==> config.mk <==
export PLATFORM = sky130hd
export DESIGN_NAME = pid_speed_ctrl_mc
export DESIGN_NICKNAME = d
export VERILOG_FILES = /design/src/rtl/pid_mc_pkg.sv /design/src/rtl/enc_edge_counter.sv /design/src/rtl/pid_speed_ctrl_mc.sv
export SDC_FILE = /design/constraint.sdc
export NUM_CORES = 1
export LEC_CHECK = 0
export BUFFER_PORTS_ARGS = -buffer_cell sky130_fd_sc_hd__buf_2
export CELL_PAD_IN_SITES_DETAIL_PLACEMENT = 1
export CELL_PAD_IN_SITES_GLOBAL_PLACEMENT = 1
export CORE_MARGIN = 3
export CORE_UTILIZATION = 50
export DETAILED_ROUTE_END_ITERATION = 7
export PLACE_DENSITY = 0.81
export RECOVER_POWER = 25
export SKIP_LAST_GASP = 1
export SLEW_MARGIN = 10
export SYNTH_ARGS = -nofsm -noshare
export SYNTH_HDL_FRONTEND = slang
export SYNTH_SLANG_ARGS = --single-unit
==> constraint.sdc <==
create_clock -name clk -period 17.6 [get_ports clk]
set_input_delay 3.52 -clock clk [delete_from_list [all_inputs] [get_ports clk]]
set_output_delay 3.52 -clock clk [all_outputs]
set_load 0.005 [all_outputs]
==> src/rtl/pid_mc_pkg.sv <==
// rtl/pid_mc_pkg.sv - shared FSM state type, accumulator width and saturation helper for pid_speed_ctrl_mc
package pid_mc_pkg;

    typedef enum logic [1:0] {
        IDLE,
        LATCH,
        CALC,
        COMMIT
    } pid_state_e;

    // Wide enough for any PID product and sum at the supported parameter ranges.
    localparam int ACC_W = 48;

    function automatic logic signed [ACC_W-1:0] sat_signed(input logic signed [ACC_W-1:0] x,
                                                           input int lim);
        logic signed [ACC_W-1:0] l;
        l = ACC_W'(lim);
        if (x > l) begin
            return l;
        end else if (x < -l) begin
            return -l;
        end
        return x;
    endfunction

endpackage

==> src/rtl/enc_edge_counter.sv <==
// rtl/enc_edge_counter.sv - encoder input synchroniser, rising-edge detector and saturating window counter
module enc_edge_counter #(
    parameter int CNT_W = 10
) (
    input  logic             clk,
    input  logic             reset,
    input  logic             enc,
    input  logic             latch,
    output logic [CNT_W-1:0] meas
);
    logic [2:0]       sync_q;
    logic [CNT_W-1:0] cnt_q;
    logic [CNT_W-1:0] meas_q;
    logic             edge_w;

    assign edge_w = sync_q[1] & ~sync_q[2];

    always_ff @(posedge clk or negedge reset) begin
        if (!reset) begin
            sync_q <= '0;
            cnt_q  <= '0;
            meas_q <= '0;
        end else begin
            sync_q <= {sync_q[1:0], enc};
            // An edge arriving in the latch cycle belongs to the new window.
            if (latch) begin
                meas_q <= cnt_q;
                cnt_q  <= CNT_W'(edge_w);
            end else if (edge_w && (cnt_q != '1)) begin
                cnt_q <= cnt_q + 1'b1;
            end
        end
    end

    assign meas = meas_q;

endmodule

==> src/rtl/pid_speed_ctrl_mc.sv <==
// rtl/pid_speed_ctrl_mc.sv - multi-channel PID wheel-speed controller, one shared time-multiplexed datapath
// Define PID_DTERM_EN to include the derivative term; without it the loop is PI only and kd is ignored.
module pid_speed_ctrl_mc
    import pid_mc_pkg::*;
#(
    parameter int CH         = 4,
    parameter int CNT_W      = 10,
    parameter int PWM_W      = 8,
    parameter int SAMPLE_DIV = 50000,
    parameter int GAIN_W     = 8,
    parameter int GAIN_SHIFT = 4,
    parameter int INT_LIM    = 2047
) (
    input  logic                    clk,
    input  logic                    reset,
    input  logic                    enable,
    input  logic [CH-1:0]           enc,
    input  logic [CH*(CNT_W+1)-1:0] setpoint,
    input  logic [GAIN_W-1:0]       kp,
    input  logic [GAIN_W-1:0]       ki,
    input  logic [GAIN_W-1:0]       kd,
    output logic [CH-1:0]           pwm_out,
    output logic [CH-1:0]           dir,
    output logic                    update_done
);
    localparam int SP_W    = CNT_W + 1;
    localparam int ERR_W   = CNT_W + 2;
    localparam int INT_W   = $clog2(INT_LIM + 1) + 1;
    localparam int DIV_W   = $clog2(SAMPLE_DIV);
    localparam int CH_W    = (CH > 1) ? $clog2(CH) : 1;
    localparam int PWM_MAX = (1 << PWM_W) - 1;

    pid_state_e              state_q, state_d;
    logic [DIV_W-1:0]        presc_q;
    logic                    tick;
    logic                    latch_q;
    logic [CH_W-1:0]         ch_q;
    logic                    last_ch;
    logic [GAIN_W-1:0]       kp_q;
    logic [GAIN_W-1:0]       ki_q;
    logic signed [SP_W-1:0]  sp_q      [CH];
    logic signed [INT_W-1:0] integ_q   [CH];
    logic [PWM_W-1:0]        duty_q    [CH];
    logic [PWM_W-1:0]        duty_sh_q [CH];
    logic [CH-1:0]           dir_q;
    logic [CH-1:0]           dir_sh_q;
    logic                    update_done_q;
    logic [PWM_W-1:0]        pwm_cnt_q;
    logic [CNT_W-1:0]        meas_w    [CH];

    logic signed [ACC_W-1:0] err_a, integ_a, d_a, sum_a, u_a;
    logic [PWM_W-1:0]        duty_new;
    logic                    dir_new;

`ifdef PID_DTERM_EN
    logic [GAIN_W-1:0]       kd_q;
    logic signed [ERR_W-1:0] err_prev_q [CH];
`else
    logic unused_kd;
    assign unused_kd = ^kd;
`endif

    for (genvar g = 0; g < CH; g++) begin : g_enc
        enc_edge_counter #(
            .CNT_W(CNT_W)
        ) u_enc (
            .clk  (clk),
            .reset(reset),
            .enc  (enc[g]),
            .latch(latch_q),
            .meas (meas_w[g])
        );
    end

    assign tick    = (presc_q == DIV_W'(SAMPLE_DIV - 1));
    assign last_ch = (ch_q == CH_W'(CH - 1));

    always_ff @(posedge clk or negedge reset) begin
        if (!reset) begin
            presc_q   <= '0;
            latch_q   <= 1'b0;
            pwm_cnt_q <= '0;
        end else begin
            presc_q   <= tick ? '0 : presc_q + 1'b1;
            latch_q   <= tick;
            pwm_cnt_q <= pwm_cnt_q + 1'b1;
        end
    end

    always_ff @(posedge clk or negedge reset) begin
        if (!reset) begin
            state_q <= IDLE;
        end else begin
            state_q <= state_d;
        end
    end

    always_comb begin
        state_d = state_q;
        case (state_q)
            IDLE:    if (tick) state_d = LATCH;
            LATCH:   state_d = CALC;
            CALC:    if (last_ch) state_d = COMMIT;
            COMMIT:  state_d = IDLE;
            default: state_d = IDLE;
        endcase
        if (!enable) begin
            state_d = IDLE;
        end
    end

    // Datapath for the channel selected by ch_q; integ_a is the freshly clamped integrator.
    always_comb begin
        err_a   = ACC_W'(sp_q[ch_q]) - ACC_W'(meas_w[ch_q]);
        integ_a = sat_signed(ACC_W'(integ_q[ch_q]) + err_a, INT_LIM);
`ifdef PID_DTERM_EN
        d_a     = ACC_W'(kd_q) * (err_a - ACC_W'(err_prev_q[ch_q]));
`else
        d_a     = '0;
`endif
        sum_a    = ACC_W'(kp_q) * err_a + ACC_W'(ki_q) * integ_a + d_a;
        u_a      = sat_signed(sum_a >>> GAIN_SHIFT, PWM_MAX);
        dir_new  = u_a[ACC_W-1];
        duty_new = dir_new ? PWM_W'(-u_a) : PWM_W'(u_a);
    end

    always_ff @(posedge clk or negedge reset) begin
        if (!reset) begin
            ch_q          <= '0;
            kp_q          <= '0;
            ki_q          <= '0;
            dir_q         <= '0;
            dir_sh_q      <= '0;
            update_done_q <= 1'b0;
            for (int i = 0; i < CH; i++) begin
                sp_q[i]      <= '0;
                integ_q[i]   <= '0;
                duty_q[i]    <= '0;
                duty_sh_q[i] <= '0;
            end
        end else begin
            update_done_q <= 1'b0;
            if (!enable) begin
                ch_q     <= '0;
                dir_q    <= '0;
                dir_sh_q <= '0;
                for (int i = 0; i < CH; i++) begin
                    integ_q[i]   <= '0;
                    duty_q[i]    <= '0;
                    duty_sh_q[i] <= '0;
                end
            end else begin
                case (state_q)
                    LATCH: begin
                        ch_q <= '0;
                        kp_q <= kp;
                        ki_q <= ki;
                        for (int i = 0; i < CH; i++) begin
                            sp_q[i] <= setpoint[i*SP_W +: SP_W];
                        end
                    end
                    CALC: begin
                        integ_q[ch_q]   <= INT_W'(integ_a);
                        duty_sh_q[ch_q] <= duty_new;
                        dir_sh_q[ch_q]  <= dir_new;
                        ch_q            <= ch_q + 1'b1;
                        // The last channel bypasses the shadow so every duty lands on the same edge.
                        if (last_ch) begin
                            update_done_q <= 1'b1;
                            for (int i = 0; i < CH; i++) begin
                                duty_q[i] <= (i == CH - 1) ? duty_new : duty_sh_q[i];
                                dir_q[i]  <= (i == CH - 1) ? dir_new : dir_sh_q[i];
                            end
                        end
                    end
                    default: ;
                endcase
            end
        end
    end

`ifdef PID_DTERM_EN
    always_ff @(posedge clk or negedge reset) begin
        if (!reset) begin
            kd_q <= '0;
            for (int i = 0; i < CH; i++) begin
                err_prev_q[i] <= '0;
            end
        end else if (!enable) begin
            for (int i = 0; i < CH; i++) begin
                err_prev_q[i] <= '0;
            end
        end else if (state_q == LATCH) begin
            kd_q <= kd;
        end else if (state_q == CALC) begin
            err_prev_q[ch_q] <= ERR_W'(err_a);
        end
    end
`endif

    always_comb begin
        pwm_out = '0;
        for (int i = 0; i < CH; i++) begin
            pwm_out[i] = (pwm_cnt_q < duty_q[i]);
        end
    end

    assign dir         = dir_q;
    assign update_done = update_done_q;

endmodule
======== Yosys cells after proc, flatten, opt, wreduce, memory -nomap -nowiden ========
Cells that the tools add are included.
word-level totals
  input bits .............................. 75
  word-level logic and storage cells ...... 159
  output and inout port bits .............. 9
  flip-flop bits (word level) ............. 302
operators by class
  bitwise gates (word level) .............. 9
  equal/unequal tests ..................... 14
  mux-type cells .......................... 59
  reductions and logical operators ........ 14
  multipliers ............................. 2
  add/sub/neg operators ................... 11
  $lt $le $gt $ge ......................... 12
operators with widths
  operator               number
  $mux 48                8
  $mux 32                5
  $mux 10                10
  $add 48x48->48         1
  $bwmux 48              1
  $mul 8x48->48          1
  $gt 44x9->1 const B    1
  $lt 44x9->1 const B    1
  $add 10x1->10 const B  4
  $ne 10x10->1 const B   4
  $mux 12                3
  $bwmux 32              1
  $lt 8x8->1             4
  $bmux 12 s2            1
  $demux 12 s2           1
  $bmux 11 s2            1
  $mux 11                2
  $mul 9x12->21          1
  $bmux 10 s2            1
  $mux 4                 5
  $add 16x1->16 const B  1
  $demux 8 s2            1
  $eq 16x16->1 const B   1
  $mux 16                1
  30 further kinds       61

======== Depth between registers and ports, before layout ========
Gate-level depths: netlist of the first run.
  depth after elaboration ................. 21
  depth in mapped cells ................... 60
  depth with buffers taken out ............ 57

======== Hierarchy ========
From an unflattened synthesis of the first run, not the netlist that was laid out.
second synthesis, totals
  cell total of the unflattened synthesis .. 2299
  area total of the unflattened synthesis .. 23462.5 µm²
modules (own cells, without submodules)
  module             sequential area each (µm²)  instances  cells an instance  area each (µm²)
  pid_speed_ctrl_mc  5029.8                      1          1907               18938.2
  enc_edge_counter   575.6                       4          98                 1131.1

======== Least setup slack after synthesis of the first run ========
Ideal clock, no wire load.
  kind .................................... reg-to-reg
  start ................................... register ch_q[0]
  end ..................................... register duty_q[6] in the netlist's numbering
  period minus slack after synthesis ...... 13.169 ns
  library setup time ...................... 0.127 ns
  stages on the path, launching flop included .. 59
  path slack .............................. 4.431 ns
  arrival ................................. 13.042 ns
  buffers on the path ..................... 3
  cells stage by stage .................... dfrtp_1 -> clkbuf_1 -> buf_1 -> mux4_2 -> ha_1 -> nor2b_1 -> o21ai_0 -> a21boi_0 -> o21ai_0 -> nand2_1 -> a21oi_1 -> o21ai_0 -> a21oi_1 -> o21ai_0 -> xor2_1 -> nand2_1 -> fa_1 -> inv_1 -> (+23 left out) -> clkbuf_1 -> nand4_1 -> nor2_1 -> nand3_1 -> nor4_1 -> nand2_1 -> a2111o_1 -> o211a_1 -> nor4_4 -> nand3b_1 -> a21boi_0 -> a21oi_1 -> ha_1 -> inv_1 -> nor2_1 -> a31o_2 -> a221oi_4 -> o21ai_2
on the way
  cells in the longest elaborated chain, start to end .. 21
ends and longest elaborated chain
  item                                                                          RTL line                                            source
  from (decl)                                                                   pid_speed_ctrl_mc.sv:37                             logic [CH_W-1:0] ch_q;
  from (signal assigned)                                                        pid_speed_ctrl_mc.sv:166                            ch_q <= ch_q + 1'b1;
  $not 2->3 (not written as such)                                               pid_speed_ctrl_mc.sv:114, pid_speed_ctrl_mc.sv:115
  $bmux 11 s2 / $bmux 10 s2 (equally long branches)                             pid_speed_ctrl_mc.sv:114                            err_a = ACC_W'(sp_q[ch_q]) - ACC_W'(meas_w[ch_q]);
  $mux 11 (not written as such) / $mux 10 (equally long branches) (2 in a row)  pid_speed_ctrl_mc.sv:114
  $sub 11x11->12                                                                pid_speed_ctrl_mc.sv:114
  $add 12x12->13                                                                pid_speed_ctrl_mc.sv:115                            integ_a = sat_signed(ACC_W'(integ_q[ch_q]) + err_a, INT_LIM);
  $lt 13x12->1                                                                  pid_mc_pkg.sv:20                                    end else if (x < -l) begin
  $mux 1                                                                        pid_mc_pkg.sv:20
  $mux 1                                                                        pid_mc_pkg.sv:18                                    if (x > l) begin
  (+4 left out)                                                                 --
  $mux 1                                                                        pid_mc_pkg.sv:20
  $mux 1                                                                        pid_mc_pkg.sv:18
  $mux 48                                                                       pid_mc_pkg.sv:23                                    return x;
  $neg 8->8                                                                     pid_speed_ctrl_mc.sv:124                            duty_new = dir_new ? PWM_W'(-u_a) : PWM_W'(u_a);
  $mux 8                                                                        pid_speed_ctrl_mc.sv:124
  $mux 32                                                                       pid_speed_ctrl_mc.sv:168                            if (last_ch) begin
  $mux 32                                                                       pid_speed_ctrl_mc.sv:153                            case (state_q)
  $mux 32                                                                       pid_speed_ctrl_mc.sv:143                            if (!enable) begin
  to (signal, indexed assignment)                                               pid_speed_ctrl_mc.sv:171                            duty_q[i] <= (i == CH - 1) ? duty_new : duty_sh_q[i];
  to (decl)                                                                     pid_speed_ctrl_mc.sv:43                             logic [PWM_W-1:0] duty_q [CH];
Parallel ways exist; a longest one is shown, timed or not. The select of a mux whose other input is x is not followed.
A chain may end at the register's enable or synchronous reset.

======== Worst setup path after layout of the first run ========
  start ................................... register ch_q[1]
  end ..................................... register duty_sh_q[30] in the netlist's numbering
on the way
  cells in the longest elaborated chain, start to end .. 21
ends and longest elaborated chain
  item                                                                          RTL line                                                                      source
  $not 2->3 (not written as such) (*)                                           pid_speed_ctrl_mc.sv:114, pid_speed_ctrl_mc.sv:115, pid_speed_ctrl_mc.sv:164
  $bmux 11 s2 / $bmux 10 s2 (equally long branches)                             pid_speed_ctrl_mc.sv:114
  $mux 11 (not written as such) / $mux 10 (equally long branches) (2 in a row)  pid_speed_ctrl_mc.sv:114
  $sub 11x11->12                                                                pid_speed_ctrl_mc.sv:114
  $add 12x12->13                                                                pid_speed_ctrl_mc.sv:115
  $lt 13x12->1                                                                  pid_mc_pkg.sv:20
  $mux 1                                                                        pid_mc_pkg.sv:20
  $mux 1                                                                        pid_mc_pkg.sv:18
  (+4 left out)                                                                 --
  $mux 1                                                                        pid_mc_pkg.sv:20
  $mux 1                                                                        pid_mc_pkg.sv:18
  $mux 48                                                                       pid_mc_pkg.sv:23
  $neg 8->8                                                                     pid_speed_ctrl_mc.sv:124
  $mux 8                                                                        pid_speed_ctrl_mc.sv:124
  $bwmux 32 (*)                                                                 pid_speed_ctrl_mc.sv:164                                                      duty_sh_q[ch_q] <= duty_new;
  $mux 32 (*)                                                                   pid_speed_ctrl_mc.sv:153
  $mux 32 (*)                                                                   pid_speed_ctrl_mc.sv:143
  to (signal, indexed assignment)                                               pid_speed_ctrl_mc.sv:164
  to (decl)                                                                     pid_speed_ctrl_mc.sv:44                                                       logic [PWM_W-1:0] duty_sh_q [CH];
Every way passes the cells marked *; elsewhere a longest branch is shown, timed or not. The select of a mux whose other input is x is not followed.

==> results of run 1 <==
-- stage by stage --
step / area (um^2) / std cells / hold slack [ns]
CTS: 24830 / 2868 / 0.3488
floorplan: 22740 / 2204 / 0.3312
detailed placement: 23680 / 2806 / 0.3362
global placement: 23680 / 2806 / 0.3339
finish: 24810 / 2868 / 0.3461
global route: 24810 / 2868 / 0.3521
-- cell usage after synthesis (4+ instances only) --
| master | n | area share |
|---|---|---|
| a21boi_0 | 14 | 0.0046 |
| a21o_1 | 20 | 0.0066 |
| a21oi_1 | 84 | 0.018 |
| a22o_1 | 63 | 0.024 |
| a31o_2 | 5 | 0.0019 |
| a31oi_1 | 4 | 0.0011 |
| a32o_1 | 8 | 0.0035 |
| and2_1 | 84 | 0.023 |
| and3_1 | 23 | 0.0063 |
| buf_1 | 13 | 0.0021 |
| clkbuf_1 | 66 | 0.011 |
| dfrtp_1 | 293 | 0.32 |
| fa_1 | 195 | 0.17 |
| ha_1 | 136 | 0.075 |
| inv_1 | 331 | 0.055 |
| mux2_2 | 100 | 0.050 |
| mux2i_1 | 6 | 0.0026 |
| mux4_2 | 33 | 0.033 |
| nand2_1 | 196 | 0.032 |
| nand2b_1 | 27 | 0.0074 |
| nand3_1 | 37 | 0.0081 |
| nand3b_1 | 5 | 0.0017 |
| nand4_1 | 24 | 0.0066 |
| nor2_1 | 73 | 0.012 |
| nor2b_1 | 46 | 0.013 |
| nor3_1 | 15 | 0.0033 |
| nor4_1 | 7 | 0.0019 |
| o211ai_1 | 6 | 0.0020 |
| o21a_1 | 12 | 0.0040 |
| o21ai_0 | 80 | 0.018 |
| o21ai_1 | 5 | 0.0011 |
| o21ai_2 | 7 | 0.0027 |
| o21bai_1 | 5 | 0.0017 |
| o221ai_1 | 4 | 0.0015 |
| o31ai_1 | 6 | 0.0020 |
| o31ai_2 | 4 | 0.0022 |
| or2_2 | 7 | 0.0019 |
| or3_1 | 10 | 0.0028 |
| xnor2_1 | 34 | 0.013 |
| xor2_1 | 48 | 0.018 |
-- metal layers --
metal	vias to the layer above	wire [um]	part of all wire	global-route usage
met4	2	1671	0.028	0.07885
met2	343	30000	0.49	0.4558
met1	8586	26160	0.43	0.3428
met5	-	13	0.00021	0
li1	7440	-	-	-
met3	108	2784	0.046	0.04279
-- path summary, 6_finish.rpt --
check / start / to / slack, ns / depth (start not counted)
hold / removal: g_enc[2].u_enc.sync_q[0] / g_enc[2].u_enc.sync_q[1] / 0.35 / 0
hold reg to reg: g_enc[2].u_enc.sync_q[0] / g_enc[2].u_enc.sync_q[1] / 0.35 / 0
max in group asynchronous: reset / kp_q[4] / 8.74 / 3
min in group asynchronous: reset / ki_q[1] / 4.96 / 1
setup reg to reg: ch_q[1] / duty_sh_q[30] / 2.40 / 57
setup / recovery: ch_q[1] / duty_sh_q[30] / 2.40 / 57
-- state kept, by name, indices dropped and copies added, names as in the netlist, 3 cells and up --
signal	cells
g_enc.u_enc.sync_q	12
ki_q	8
sp_q	44
duty_sh_q	24
integ_q	48
presc_q	16
dir_sh_q	3
kp_q	8
pwm_cnt_q	8
dir	4
g_enc.u_enc.meas	40
g_enc.u_enc.cnt_q	40
duty_q	32
-- cell type report --
class | instances | area (um^2) | share of cell area
timing repair buffer | 93 | 500.5 | 0.02017
inverter | 331 | 1242 | 0.05008
tap | 592 | 740.7 | 0.02986
multi-input combinational | 1497 | 13840 | 0.5581
clock inverter | 17 | 190.2 | 0.007666
clock buffer | 45 | 954.7 | 0.03848
sequential | 293 | 7335 | 0.2957
-- cells by family after synthesis --
kind of cell,synth area share
flip-flops,0.3224
buffers and inverters,0.06938
AO/OA/AOI/OAI,0.1139
AND/OR/NAND/NOR,0.1295
XOR/XNOR,0.03301
multiplexers,0.08484
adder cells (fa/ha/maj),0.2469
==> results.yml, run 1 <==
run_status:
  outcome: "finished, violations left"
  violations: "max-capacitance violations, max-slew violations"
clock_tree:
  cts_resized: 0
  htreeDepth: 2
  cts_setup_buffers: 0
  ctsHoldBuffers: 0
  cts_tree: "yes"
  clkTransAtPathRegs_ns: 0.06
  cts_root_buf: "clkbuf_16"
  worstSkewPairLatency_ns: 0.57
  cts_made_buffers: 36
  clock_sinks: 293
  clockBufferDepth: 3
cells_and_area:
  fillers: 4891
  drive_gt1_frac: 0.1419
  syn2layout_area_growth_pct: 9.089
  final_core_util: 0.5561
  n_antenna_cell: 0
  nets: 2658
  mostFrequentLayoutCells: "inv_1, dfrtp_1, nand2_1, fa_1, ha_1"
  layout_commonest_cell: "inv_1"
global_routing:
  grt-ovfl-total: 0
  grt_usage: 0.2639
  grt_pass1_vias: 18870
  grt_max_degree: 97
  grt_pass1_wl_um: 100500
  antenna_found_initial: 1
logic_synthesis:
  synth_edf_count: 0
  synth_seq_area_share: 0.3224
  ys_warn_count: 0
  synth_nets: 2610
  netlist_instances: 2204
  syn-mean-instance-area_um2: 10.32
  synth_ff_type: "dfrtp_1"
  ys_async_sr_fraction: 1.000
  ys_ff_latch: 293
  syn-cell-area_um2: 22740
  synth_cell_type_count: 84
timing:
  setup_viol: 0
  rsz0062_at_grt: "false"
  slew_headroom: -2.660
  finalMaxSlewViolations: 182
  tightest_slew_ns: 5.490
  min_period_ns: 15.20
  layout_worst_path_cycle_share: 0.8634
  clock_skew_ns: 0.03570
  layout_setup_ws_ns: 2.405
  timing.final.hold_violations: 0
  fin_tns_setup_ns: 0
  max_freq_mhz: 65.81
worst_setup_path:
  cp_top_family: "adder cells"
  slowest_stage: "dfrtp_1"
  crit_fanout: 24
  timing.critical_path.buf_inv: 9
  crit_type: "reg2reg"
  cp_data_required_time_ns: 18.01
  arrival_ns: 15.61
  max_stage_delay_ns: 0.74
  end_kind: "flip-flop"
  startpoint_type: "flip-flop"
placement:
  post-place-ws_ns: 2.585
  place_hpwl_um: 44740
  gp_congestion: 0.8675
  portBuffers: 75
drt:
  dr.pass1.iters: 5
  wl_per_cell_um: 21.14
  vias_per_cell: 5.746
  postRouteAntennaNets: 0
  drt_first_iter_violations: 960
  wirelength_um: 60620
  drc: 0
  dr_total_vias: 16480
floorplan:
  core_area_um2: 44610
  rows: 77
  dieArea_um2: 48080
  ios: 84
  die_w_um: 219.3
  floorplan.initialDensity: 0.5098
  die_h_um: 219.3
job:
  drv_cap: 2
hold_path:
  min_path_type: "reg2reg"
Power of run 1 is left out: the tool's default activity adds up to more than one toggle a clock period on the data nets, which glitch-free logic cannot reach.
==> run 2, diff against run 1 <==
Settings changed: CORE_ASPECT_RATIO from default to 1.2.
==> run 2 against run 1 <==
Against the previous run:
- the flow still finishes with violations (max-capacitance violations, max-slew violations)
- flip-flop and latch count is the same
- via count grew 0.25%
- non-clock buffer count shrank 2
- cell count grew 0.28%
- die area is essentially flat
- first-iteration DRC count shrank 11%
- count of clock-buffer cells in the layout is the same
- critical path depth shrank 2
- register-to-register slack lost 0.54 ns
- worst setup slack lost 0.54 ns
==> results.yml, run 2 (synthesis results as in run 1) <==
run_status:
  outcome: "finished, violations left"
  violations: "max-capacitance violations, max-slew violations"
timing:
  timing.final.hold_violations: 0
  clock_skew_ns: 0.04207
  max_freq_mhz: 63.56
  layout_worst_path_cycle_share: 0.8939
  rsz0062_at_grt: "false"
  setup_viol: 0
  finalMaxSlewViolations: 218
  slew_headroom: -3.773
  min_period_ns: 15.73
  tightest_slew_ns: 7.160
  fin_tns_setup_ns: 0
worst_setup_path:
  startpoint_type: "flip-flop"
  cp_data_required_time_ns: 18.00
  r2r_setup_slack_ns: 1.87
  crit_path_start: "ch_q[0]"
  end_kind: "flip-flop"
  slowest_stage: "dfrtp_2"
  crit_type: "reg2reg"
  crit_fanout: 22
  timing.critical_path.buf_inv: 8
  r2r-start: "ch_q[0]"
  arrival_ns: 16.13
  cp_top_family: "adder cells"
  max_stage_delay_ns: 0.88
drt:
  wirelength_um: 61470
  dr.pass1.iters: 5
  drc: 0
  postRouteAntennaNets: 0
  drt_first_iter_violations: 850
  vias_per_cell: 5.744
  dr_total_vias: 16520
  wl_per_cell_um: 21.37
cells_and_area:
  regMostFlops: "integ_q"
  drive_gt1_frac: 0.1401
  layout_commonest_cell: "inv_1"
  reg_top3: "integ_q x48, sp_q x44"
  largest_reg_flops: 48
  fillers: 4852
  nets: 2654
  mostFrequentLayoutCells: "inv_1, dfrtp_1, nand2_1, fa_1, ha_1"
  syn2layout_area_growth_pct: 8.930
clock_tree:
  worstSkewPairLatency_ns: 0.56
  cts_root_buf: "clkbuf_16"
  cts_tree: "yes"
  cts_setup_buffers: 0
  cts_resized: 0
  cts_made_buffers: 34
  clockBufferDepth: 3
  clkTransAtPathRegs_ns: 0.06
  clock_sinks: 293
  htreeDepth: 2
  ctsHoldBuffers: 0
placement:
  portBuffers: 75
  gp_congestion: 0.8473
  place_hpwl_um: 45050
floorplan:
  floorplan.initialDensity: 0.5127
  rows: 84
  die_w_um: 200.7
  die_h_um: 239.6
  dieArea_um2: 48090
  core_area_um2: 44350
  ios: 84
hold_path:
  min_path_type: "reg2reg"
  min_from: "g_enc[1].u_enc.sync_q[0]"
global_routing:
  antenna_found_initial: 3
  grt_usage: 0.2646
  grt_pass1_wl_um: 102100
  grt_max_degree: 133
  grt-ovfl-total: 0
  grt_pass1_vias: 19390
job:
  drv_cap: 2
==> run 2: cell types whose count changed in the layout (fill, tap and decap cells not counted), moves of 2 or more <==
cell / before / now
clkbuf_8: 2 / 6
diode_2: 0 / 4
clkinvlp_4: 3 / 0
buf_4: 16 / 14
clkbuf_1: 11 / 9
clkbuf_16: 36 / 34
clkinv_2: 6 / 4
clkinv_4: 1 / 3
clkinv_8: 3 / 1
inv_6: 1 / 3
==> run 2: area by class of cell <==
cell class                 instances  area (um^2)  area share
clock inverter                    13        148.9    0.006011
sequential                       293         7335      0.2961
multi-input combinational       1497        13840      0.5589
timing repair buffer              91        485.5     0.01960
inverter                         331         1242     0.05016
clock buffer                      45        952.2     0.03844
tap                              602        753.2     0.03041
antenna                            4        10.01   0.0004041
==> run 2: through the flow <==
stage          utilization  hold WS, ns  std cells  area, um^2  setup WS [ns]
6_report            0.5585       0.3453       2876       24770          1.867
2_1_floorplan            -       0.3312       2204       22740          4.431
5_1_grt             0.5585       0.3677       2876       24770         0.8882
3_5_place_dp        0.5339       0.3358       2814       23680          1.992
3_3_place_gp        0.5339       0.3344       2814       23680          2.649
4_1_cts             0.5587       0.3486       2872       24780          1.861
==> run 2: worst paths after layout <==
check                                            to  cells after the start
hold reg to reg            g_enc[1].u_enc.sync_q[1]                      0
setup / recovery                          duty_q[6]                     55
max in group asynchronous                   ch_q[0]                      1
min in group asynchronous                presc_q[8]                      1
hold / removal             g_enc[1].u_enc.sync_q[1]                      0
setup reg to reg                          duty_q[6]                     55
==> run 2: routing by layer <==
metal,up-vias,track usage,part of all wire
met3,156,0.03371,0.033
met4,0,0.1199,0.046
li1,7440,-,-
met5,-,0,0
met1,8597,0.3062,0.39
met2,327,0.4911,0.53
Power of run 2 is left out for the same reason.
